File: src/rtl/p405s_timer_pit_if.sv
// SPR access bus between the core pipeline and the PIT block.
// The master drives the move-to/from strobes and write data; the slave returns read data.
interface p405s_timer_pit_if;
  logic        PCL_mtSPR;
  logic        PCL_mfSPR;
  logic        PCL_sprHold;
  logic        pitDcd;
  logic        tcrDcd;
  logic        tsrDcd;
  logic [0:31] EXE_sprDataBus;
  logic [0:31] sprDataOut;

  modport master (
    output PCL_mtSPR, PCL_mfSPR, PCL_sprHold, pitDcd, tcrDcd, tsrDcd, EXE_sprDataBus,
    input  sprDataOut
  );

  modport slave (
    input  PCL_mtSPR, PCL_mfSPR, PCL_sprHold, pitDcd, tcrDcd, tsrDcd, EXE_sprDataBus,
    output sprDataOut
  );
endinterface

File: src/rtl/p405s_timer_pit.sv
// Programmable interval timer: decrements on time-base ticks, flags PIS on expiry,
// optionally auto-reloads, and exposes PIT/TCR/TSR through the SPR bus.
module p405s_timer_pit (
  input  logic                       CB,
  input  logic                       sysResetNEG,
  input  logic                       timerTic,
  input  logic                       freezeTimersNEG,
  p405s_timer_pit_if.slave           spr_bus,
  output logic [0:31]                pitL2,
  output logic                       pitStatus,
  output logic                       pitIntReq
);

  logic [0:31] pit_q, pit_d;
  logic [0:31] reload_q, reload_d;
  logic        pie_q, pie_d;
  logic        are_q, are_d;
  logic        pis_q, pis_d;
  logic [0:31] rd_q, rd_d;

  logic spr_ok;
  logic pit_wr, tcr_wr, tsr_wr;
  logic pit_rd, tcr_rd, tsr_rd;
  logic dec_en, expire;

  always_comb begin
    spr_ok = ~spr_bus.PCL_sprHold;
    pit_wr = spr_bus.PCL_mtSPR & spr_bus.pitDcd & spr_ok;
    tcr_wr = spr_bus.PCL_mtSPR & spr_bus.tcrDcd & spr_ok;
    tsr_wr = spr_bus.PCL_mtSPR & spr_bus.tsrDcd & spr_ok;
    pit_rd = spr_bus.PCL_mfSPR & spr_bus.pitDcd & spr_ok;
    tcr_rd = spr_bus.PCL_mfSPR & spr_bus.tcrDcd & spr_ok;
    tsr_rd = spr_bus.PCL_mfSPR & spr_bus.tsrDcd & spr_ok;
    // A PIT write swallows a coincident tick entirely.
    dec_en = timerTic & freezeTimersNEG & (pit_q != 32'd0) & ~pit_wr;
    expire = dec_en & (pit_q == 32'd1);
  end

  always_comb begin
    pit_d    = pit_q;
    reload_d = reload_q;
    pie_d    = pie_q;
    are_d    = are_q;
    pis_d    = pis_q;
    rd_d     = '0;

    if (pit_wr) begin
      pit_d    = spr_bus.EXE_sprDataBus;
      reload_d = spr_bus.EXE_sprDataBus;
    end else if (expire) begin
      pit_d = are_q ? reload_q : 32'd0;
    end else if (dec_en) begin
      pit_d = pit_q - 32'd1;
    end

    if (tcr_wr) begin
      pie_d = spr_bus.EXE_sprDataBus[4];
      are_d = spr_bus.EXE_sprDataBus[9];
    end

    // Expiry set has priority over a write-one-to-clear in the same cycle.
    if (expire) begin
      pis_d = 1'b1;
    end else if (tsr_wr && spr_bus.EXE_sprDataBus[4]) begin
      pis_d = 1'b0;
    end

    if (pit_rd) begin
      rd_d = rd_d | pit_q;
    end
    if (tcr_rd) begin
      rd_d[4] = rd_d[4] | pie_q;
      rd_d[9] = rd_d[9] | are_q;
    end
    if (tsr_rd) begin
      rd_d[4] = rd_d[4] | pis_q;
    end
  end

  always_ff @(posedge CB) begin
    if (!sysResetNEG) begin
      pit_q    <= '0;
      reload_q <= '0;
      pie_q    <= 1'b0;
      are_q    <= 1'b0;
      pis_q    <= 1'b0;
      rd_q     <= '0;
    end else begin
      pit_q    <= pit_d;
      reload_q <= reload_d;
      pie_q    <= pie_d;
      are_q    <= are_d;
      pis_q    <= pis_d;
      rd_q     <= rd_d;
    end
  end

  assign pitL2              = pit_q;
  assign pitStatus          = pis_q;
  assign pitIntReq          = pis_q & pie_q;
  assign spr_bus.sprDataOut = rd_q;

endmodule

File: src/flat_wrapper.sv
// flat-port wrapper written by rule: the top's interface ports become plain ports
module p405s_timer_pit_flat 
  (CB, sysResetNEG, timerTic, freezeTimersNEG, pitL2, pitStatus, pitIntReq, spr_bus_PCL_mtSPR, spr_bus_PCL_mfSPR, spr_bus_PCL_sprHold, spr_bus_pitDcd, spr_bus_tcrDcd, spr_bus_tsrDcd, spr_bus_EXE_sprDataBus, spr_bus_sprDataOut);
  p405s_timer_pit_if spr_bus_i ();
  input  logic CB;
  input  logic sysResetNEG;
  input  logic timerTic;
  input  logic freezeTimersNEG;
  output logic [0:31] pitL2;
  output logic pitStatus;
  output logic pitIntReq;
  input wire logic [$bits(spr_bus_i.PCL_mtSPR)-1:0] spr_bus_PCL_mtSPR;
  input wire logic [$bits(spr_bus_i.PCL_mfSPR)-1:0] spr_bus_PCL_mfSPR;
  input wire logic [$bits(spr_bus_i.PCL_sprHold)-1:0] spr_bus_PCL_sprHold;
  input wire logic [$bits(spr_bus_i.pitDcd)-1:0] spr_bus_pitDcd;
  input wire logic [$bits(spr_bus_i.tcrDcd)-1:0] spr_bus_tcrDcd;
  input wire logic [$bits(spr_bus_i.tsrDcd)-1:0] spr_bus_tsrDcd;
  input wire logic [$bits(spr_bus_i.EXE_sprDataBus)-1:0] spr_bus_EXE_sprDataBus;
  output wire logic [$bits(spr_bus_i.sprDataOut)-1:0] spr_bus_sprDataOut;
  assign spr_bus_i.PCL_mtSPR = spr_bus_PCL_mtSPR;
  assign spr_bus_i.PCL_mfSPR = spr_bus_PCL_mfSPR;
  assign spr_bus_i.PCL_sprHold = spr_bus_PCL_sprHold;
  assign spr_bus_i.pitDcd = spr_bus_pitDcd;
  assign spr_bus_i.tcrDcd = spr_bus_tcrDcd;
  assign spr_bus_i.tsrDcd = spr_bus_tsrDcd;
  assign spr_bus_i.EXE_sprDataBus = spr_bus_EXE_sprDataBus;
  assign spr_bus_sprDataOut = spr_bus_i.sprDataOut;
  p405s_timer_pit u_core (.CB(CB), .sysResetNEG(sysResetNEG), .timerTic(timerTic), .freezeTimersNEG(freezeTimersNEG), .spr_bus(spr_bus_i), .pitL2(pitL2), .pitStatus(pitStatus), .pitIntReq(pitIntReq));
endmodule
File: config.mk
export PLATFORM = sky130hd
export DESIGN_NAME = p405s_timer_pit_flat
export DESIGN_NICKNAME = d
export VERILOG_FILES = /design/src/rtl/p405s_timer_pit_if.sv /design/src/rtl/p405s_timer_pit.sv /design/src/flat_wrapper.sv
export SDC_FILE = /design/constraint.sdc
export NUM_CORES = 1
export LEC_CHECK = 0
export BUFFER_PORTS_ARGS = -buffer_cell sky130_fd_sc_hd__buf_2
export CAP_MARGIN = 15
export CORE_UTILIZATION = 58
export CTS_CLUSTER_SIZE = 10
export DETAILED_ROUTE_END_ITERATION = 8
export PLACE_DENSITY = 0.83
export SLEW_MARGIN = 25
export SYNTH_ARGS = -nofsm -noshare
export SYNTH_HDL_FRONTEND = slang
export SYNTH_SLANG_ARGS = --single-unit
export TNS_END_PERCENT = 100
File: constraint.sdc
create_clock -name CB -period 4.1 [get_ports CB]
set_clock_uncertainty 0.15 [all_clocks]
set_input_delay 0.205 -clock CB [delete_from_list [all_inputs] [get_ports CB]]
set_output_delay 0.205 -clock CB [all_outputs]
set_load 0.005 [all_outputs]
# Yosys cells after proc, flatten, opt, wreduce, memory -nomap -nowiden
# Index checks and enable logic that the tools add are counted.
# Widths: inputs -> output; s select.
[classes] n_addsub=1 eq_ne=1 n_mux=10 bitwise=22 n_reduce_logical=5
[ops] operator="$mux 32" n=4
[ops] operator="$eq 32x1->1 const B" n=1
[ops] operator="$reduce_bool 32->1" n=1
[ops] operator="$sub 32x1->32 const B" n=1
[ops] operator="$mux 28" n=1
[ops] operator="$and 1x1->1" n=17
[ops] operator="$mux 1" n=5
[ops] operator="$or 1x1->1" n=3
[ops] operator="$reduce_bool 3->1" n=1
[ops] operator="$not 1->1" n=2
[ops] operator="$reduce_and 2->1" n=1
[ops] operator="$reduce_bool 2->1" n=1
[ops] operator="$logic_and 1x1->1" n=1
[word_totals] regBits=99 inputBits=42 output_inout_bits=66 elab_cells=46

# Logic depth before layout (Yosys ltp)
# Gate-level depths: netlist of run 1.
[depth] ltp_word=7 depth_mapped=10 depth_no_buf=8

# Least setup slack after synthesis of run 1
# Ideal clock, no wire load.
[synth_timing] path_kind="reg2reg" start="reg u_core.pit_q (netlist bit u_core.pitL2[31])" end="reg u_core.pit_q (netlist bit u_core.pitL2[31])" setup_time_ns=0.122 arrival_ns=2.294 t_required_ns=3.828 setup_slack_ns=1.534 stages_incl_launch_ff=11 path_buffers=3 period_less_slack_ns=2.566 path_cell_list="dfxtp_1 inv_1 ha_1 buf_1 nor3b_1 and4_1 buf_2 buf_2 nor2_1 a31oi_1 a21oi_1"
[synth_between] elab_chain_cells=6 word_cells_on_any_way=10 classes_between="add/sub (1); eq/ne (1); mux (3); bitwise (3); reduce/logical (2)"
[synth_lines] item="start: declaration" line="p405s_timer_pit.sv:14" text="logic [0:31] pit_q, pit_d;"
[synth_lines] item="start signal: assignment" line="p405s_timer_pit.sv:89" text="pit_q <= pit_d;"
[synth_lines] item="parallel branches: the longest is 6 deep, another holds $sub 32x1->32"
# Several ways; the timed one is not identified. The select of a mux whose other input is x is not followed.
# A chain may end at the register's enable or synchronous reset.

# Worst setup path in the final report of run 1
[layout_timing] start="reg u_core.pit_q (netlist bit u_core.pitL2[20])" end="reg u_core.pit_q (netlist bit u_core.pitL2[10])"
# The elaborated chain is that of the path after synthesis.

==> flow_metrics.tcl, run 1 <==
set metrics [dict create \
    cts_resized 0 \
    synth_top_area_frac 0.436 \
    syn_inst 562 \
    slew_headroom 0.318 \
    status "finished, final reports clean" \
    ys.flop_type "dfxtp_1" \
    place_ws_ns 0.995 \
    synth_top_area_cell "dfxtp_1" \
    fin_cells 782 \
    synth_fa_ha_area_frac 0.00826 \
    drv_slew 0 \
    vdd.ir_drop.worst_uv 308 \
    grt_first_pass_wirelength_mm 21.3 \
    synth_area_um2 4540 \
    dp_cells 733 \
    hp-class "in -> reg" \
    drc 0 \
    critPathSlowestCell "or4_4" \
    antenna_cells 0 \
    drt-initial-drc-count 639 \
    hold-path-cell-count 3 \
    synth_top_family_by_area "simple AND/OR/NAND/NOR gates" \
    ant_nets 0 \
    synth.mux.area_fraction 0 \
    firstDrtPassIters 7 \
    cts_root_buffer "clkbuf_8" \
    ios 108 \
    drive_gt1_frac 0.208 \
    startpoint_type "register" \
    reg2reg_depth 7 \
    cp-startpoint "u_core.pitL2[20]$_SDFFE_PN0P_" \
    final_area_um2 5630 \
    routed_via_density 6.05 \
    maxCapViolCount 0 \
    ys_ff_latch 99 \
    hold_slack_ns 0.00199 \
    synth-seq-area-share 0.436 \
    ys_async_sr_fraction 0 \
    initial_core_util 0.613 \
    cts_max_path_buffers 2 \
    cts_tree "built" \
    io_buffers 107 \
    post_cts_buffers 0 \
    r2r-start "u_core.pitL2[20]$_SDFFE_PN0P_" \
    crit_required_ns 4.26 \
    fin_crit_ns 3.19 \
    fin_nets 723 \
    tightest_slew_ns 1.02 \
    syn_to_final_growth_pct 24.0 \
    grt_max_degree 39 \
    r2r_end "u_core.pitL2[10]$_SDFFE_PN0P_" \
    leakage_nw 2.31 \
    fmax_mhz 314 \
    cts_inserted_buffers 9 \
    die_y_um 90.5 \
    wl_mm 13.4 \
    dp_hpwl_mm 8.44 \
    fin_tns_setup_ns 0 \
    timing.critical_path.buf_inv 1 \
    synth.area.top_cells "dfxtp_1, nand2_1, a21oi_1" \
    path_cells "or4_4 > nor4_4 > buf_4 > and4_1 > and3_1 > a22oi_1 > a31oi_1" \
    row_count 31 \
    critPathTopFamily "simple AND/OR/NAND/NOR gates" \
    holdBufCountCts 33 \
    hold_end "u_core.spr_bus.sprDataOut[4]$_SDFF_PN0_" \
    overflow 0 \
    hold_violations 0 \
    crit_arrival_ns 3.35 \
    r2r_setup_slack_ns 0.91 \
    grt_antenna_before_repair 0 \
    wl_per_cell_um 17.1 \
    grt_use_total 0.326 \
    path_clk_slew_ns 0.09 \
    finalSetupViolCount 0 \
    critPathMaxStageDelay_ns 0.61 \
    synth_compound_area_frac 0.212 \
    dr_total_vias 4729 \
    synthSimpleGateAreaFrac 0.256 \
    synth_edf_count 0 \
    die_w_um 90.5 \
    crit_fanout 14 \
    syn_nets 607 \
    p_per_area_nw_per_um2 378 \
    yosysMostFrequentCell "dfxtp_1" \
    worstSetupPathType "reg -> reg" \
    finalCritPeriodShare 0.777 \
    postSynthAreaPerCell_um2 8.08 \
    synth_common_cells "dfxtp_1, nand2_1, a21oi_1" \
    place_area_um2 5090 \
    h-tree-depth 3 \
    clkLatencyLatePin_ns 0.37 \
    core_area_um2 7410 \
    grt_pass1_vias 4329 \
    synth_xor_area_frac 0.0443 \
    gp_congestion 0.917 \
    clock_sinks 99 \
    synthDistinctLibCells 54 \
    dieArea_um2 8190 \
    rsz0062_at_grt "false" \
    hold_start "spr_bus_tsrDcd" \
    layout_setup_ws_ns 0.913 \
    end_kind "register" \
    ys_warn_count 0 \
]
[kinds of logic after synthesis]
logic type               after synthesis
buffers and inverters                 48
XOR/XNOR                              23
flip-flops                            99
adder cells (fa/ha/maj)                3
AO/OA/AOI/OAI                        162
AND/OR/NAND/NOR                      227
[cell type report]
type / instances / area, um^2
multi-input combinational: 415 / 2370
tap: 99 / 124
clock inverter: 3 / 45.0
inverter: 5 / 18.8
fill: 547 / 1780
clock buffer: 13 / 169
timing repair buffer: 148 / 926
sequential: 99 / 1980
[sequential cells by signal, indices dropped and copies added, names as in the netlist]
name                       count
u_core.are_q                   1
u_core.pie_q                   1
u_core.pitL2                  32
u_core.pitStatus               1
u_core.reload_q               32
u_core.spr_bus.sprDataOut     32
[worst register-to-register path, stage by stage, from the launching register on]
cell     delay [ns]
dfxtp_1        0.40
or4_4          0.61
nor4_4         0.27
buf_4          0.22
and4_1         0.58
and3_1         0.53
a22oi_1        0.17
a31oi_1        0.20
[metal layers]
metal,vias up,track usage,wire [um]
met2,305,0.545,6410
met5,-,0,0
met1,2167,0.402,5220
li1,2214,-,-
met3,43,0.0673,1370
met4,0,0.151,397
[per-stage QoR]
stage,utilization,total power (W)
2_1_floorplan,-,0.00133
3_3_place_gp,0.687,0.00144
3_5_place_dp,0.687,0.00145
4_1_cts,0.760,0.00212
5_1_grt,0.760,0.00222
6_report,0.760,0.00213
[where the power goes]
| group | switching, W | internal, W | total [W] |
|---|---|---|---|
| clock | 0.000331 | 0.000332 | 0.000664 |
| combinational | 0.000225 | 0.000174 | 0.000400 |
| sequential | 0.0000631 | 0.00100 | 0.00107 |
[how the worst max path moves through the flow]
stage | end | slack (ns) | cells after the start
after detailed placement | u_core.pitL2[14]$_SDFFE_PN0P_ | 1.0 | 7
after global placement | u_core.pitL2[8]$_SDFFE_PN0P_ | 1.01 | 8
after CTS | u_core.pitL2[14]$_SDFFE_PN0P_ | 0.98 | 7
after floorplan | u_core.pitL2[31]$_SDFFE_PN0P_ | 1.53 | 10
after global routing | u_core.pitL2[10]$_SDFFE_PN0P_ | 0.72 | 7
final | u_core.pitL2[10]$_SDFFE_PN0P_ | 0.91 | 7
[placed cells by master (no fill, tap or decap), types with 3 or more instances in the layout]
master         count
dlygate4sd3_1     33
nor4_1             4
ha_1               3
nand3_1           16
buf_4              8
a21oi_1           63
nor2_1            32
clkbuf_8          12
inv_1              5
dfxtp_1           99
or4_1              4
xnor2_1           22
o21ai_0           41
o221ai_1          12
o22ai_1            5
and2_1            33
o211ai_1           4
nand2_1           95
nand4_1            4
and3_1             6
or3_1              3
nor3_1             5
nand3b_1           4
a22oi_1            8
a31oi_1           14
buf_2            107
Note: power is estimated with default switching activity, not from simulation.
==> run 2, diff against run 1 <==
--- a/config.mk
+++ b/config.mk
@@ -7,10 +7,10 @@
 export LEC_CHECK = 0
 export BUFFER_PORTS_ARGS = -buffer_cell sky130_fd_sc_hd__buf_2
 export CAP_MARGIN = 15
-export CORE_UTILIZATION = 58
+export CORE_UTILIZATION = 48
 export CTS_CLUSTER_SIZE = 10
 export DETAILED_ROUTE_END_ITERATION = 8
-export PLACE_DENSITY = 0.83
+export PLACE_DENSITY = 0.73
 export SLEW_MARGIN = 25
 export SYNTH_ARGS = -nofsm -noshare
 export SYNTH_HDL_FRONTEND = slang
==> constraint.sdc (replaced) <==
create_clock -name CB -period 2.77 [get_ports CB]
set_clock_uncertainty 0.15 [all_clocks]
set_input_delay 0.1385 -clock CB [delete_from_list [all_inputs] [get_ports CB]]
set_output_delay 0.1385 -clock CB [all_outputs]
set_load 0.005 [all_outputs]
==> flow_metrics.tcl, run 2 (synthesis results as in run 1) <==
set metrics [dict create \
    r2r_end "u_core.pitL2[2]$_SDFFE_PN0P_" \
    r2r-start "u_core.pitL2[29]$_SDFFE_PN0P_" \
    leakage_nw 2.49 \
    fin_crit_ns 2.66 \
    crit_path_end "u_core.pitL2[2]$_SDFFE_PN0P_" \
    grtUsageMet3 0.0513 \
    pwr-share-comb 0.219 \
    reg2reg_depth 6 \
    grt_max_degree 37 \
    drive_gt1_frac 0.243 \
    r2r_setup_slack_ns 0.11 \
    cts_root_buffer "clkbuf_8" \
    timing.critical_path.buf_inv 0 \
    cp-startpoint "u_core.pitL2[29]$_SDFFE_PN0P_" \
    end_kind "register" \
    gp_congestion 0.918 \
    vdd.ir_drop.worst_uv 311 \
    ant_nets 0 \
    tightest_slew_ns 0.858 \
    cts_tree "built" \
    hp-class "in -> reg" \
    critPathMaxStageDelay_ns 0.68 \
    clkLatencyLatePin_ns 0.37 \
    layout_commonest_cell "buf_2" \
    grt_util_met2 0.501 \
    fin_cells 835 \
    hold_violations 0 \
    path_cells "or4_1 > nor4_4 > nand3_1 > nor3_1 > a211oi_1 > o22a_1" \
    maxCapViolCount 0 \
    pwr-share-seq 0.507 \
    switching_share 0.312 \
    p_per_area_nw_per_um2 519 \
    grt_pass1_vias 4641 \
    fin_tns_setup_ns 0 \
    die_y_um 99.3 \
    cts_inserted_buffers 9 \
    grt_use_total 0.293 \
    crit_required_ns 2.89 \
    cp.depth 6 \
    status "finished, final reports clean" \
    wl_per_cell_um 17.0 \
    fmax_mhz 376 \
    grt_busiest_layer "met2" \
    wl_mm 14.2 \
    dieArea_um2 9860 \
    finalCritPeriodShare 0.960 \
    antenna_cells 0 \
    rsz0062_at_grt "false" \
    finalSetupViolCount 0 \
    dr_total_vias 4864 \
    grt_first_pass_wirelength_mm 22.8 \
    crit_arrival_ns 2.78 \
    io_buffers 107 \
    num-fill-cells 800 \
    core_area_um2 9200 \
    critPathTopFamily "simple AND/OR/NAND/NOR gates" \
    cts_max_path_buffers 2 \
    row_count 35 \
    dp_cells 773 \
    overflow 0 \
    drv_slew 0 \
    final_cell_mix "buf_2, dfxtp_1, nand2_1" \
    clock_sinks 99 \
    syn_to_final_growth_pct 31.1 \
    critPathSlowestCell "or4_1" \
    firstDrtPassIters 5 \
    power.internal_w 0.00212 \
    hold-path-cell-count 4 \
    crit_fanout 9 \
    multi_input_area_um2 2370 \
    fin_nets 765 \
    startpoint_type "register" \
    routed_via_density 5.83 \
    dp_hpwl_mm 9.54 \
    drc 0 \
    h-tree-depth 3 \
    path_clk_slew_ns 0.10 \
    clock_power_share 0.274 \
    worstSetupPathType "reg -> reg" \
    grt_antenna_before_repair 0 \
    die_w_um 99.3 \
    initial_core_util 0.494 \
    switchingPower_w 0.000964 \
    use_met1 0.370 \
    drt-initial-drc-count 523 \
    ios 108 \
    register_area_um2 1980 \
    slew_headroom 0.426 \
]
[run 2: changes by cell type in the layout (fill, tap and decap cells not counted), moves of 2 or more]
cell and change:
buf_4 +31, dlygate4sd3_1 +10, clkbuf_8 -3, clkinv_2 +2
[run 2: how the worst min path moves through the flow]
stage / start / to / slack, ns
after floorplan: spr_bus_EXE_sprDataBus[20] / u_core.reload_q[11]$_SDFFE_PN0P_ / 0.12
after global placement: spr_bus_EXE_sprDataBus[23] / u_core.reload_q[8]$_SDFFE_PN0P_ / 0.24
after detailed placement: spr_bus_EXE_sprDataBus[28] / u_core.reload_q[3]$_SDFFE_PN0P_ / 0.25
after CTS: freezeTimersNEG / u_core.pitL2[19]$_SDFFE_PN0P_ / 0.01
after global routing: freezeTimersNEG / u_core.pitL2[19]$_SDFFE_PN0P_ / 0.05
final: freezeTimersNEG / u_core.pitL2[19]$_SDFFE_PN0P_ / 0.02
[run 2: metal layers]
layer,wire (um),vias up
met5,0,-
met4,264,0
met3,996,27
met2,6940,231
met1,6020,2310
li1,-,2296
[run 2: worst min-delay path: stages]
cell       delay (ns)
buf_2            0.13
nand3_1          0.07
o2111ai_1        0.10
o21ai_0          0.08
[run 2: power by group through the flow]
stage          Sequential [W]  Combinational [W]  Clock (W)
2_1_floorplan         0.00158           0.000380          0
3_3_place_gp          0.00159           0.000597          0
3_5_place_dp          0.00160           0.000612          0
4_1_cts               0.00156           0.000661   0.000849
5_1_grt               0.00158           0.000742   0.000909
6_report              0.00157           0.000677   0.000845
[run 2: stage by stage]
stage	util	cell area, um^2	total power [W]	worst slack, ns	hold WS, ns
2_1_floorplan	-	4540	0.00196	0.204	0.124
6_report	0.648	5960	0.00309	0.111	0.0234
3_5_place_dp	0.579	5330	0.00221	0.0326	0.249
5_1_grt	0.648	5960	0.00323	0.0177	0.0527
3_3_place_gp	0.579	5330	0.00219	0.157	0.245
4_1_cts	0.644	5920	0.00307	0.00830	0.0125
[run 2: timing repair]
item                       4_1_cts  5_1_grt
hold buffers                    43        0
setup endpoints to repair        0       13
gates resized for setup          0        3
buffers inserted                 0        4
hold endpoints to repair        60        0
[run 2: cell type report]
class / instances / share of cell area
clock inverters: 6 / 0.00714
well taps: 111 / 0.0233
flip-flops and latches: 99 / 0.333
multi-input cells: 415 / 0.398
clock buffers: 9 / 0.0208
inverters: 5 / 0.00315
repair buffers: 190 / 0.215
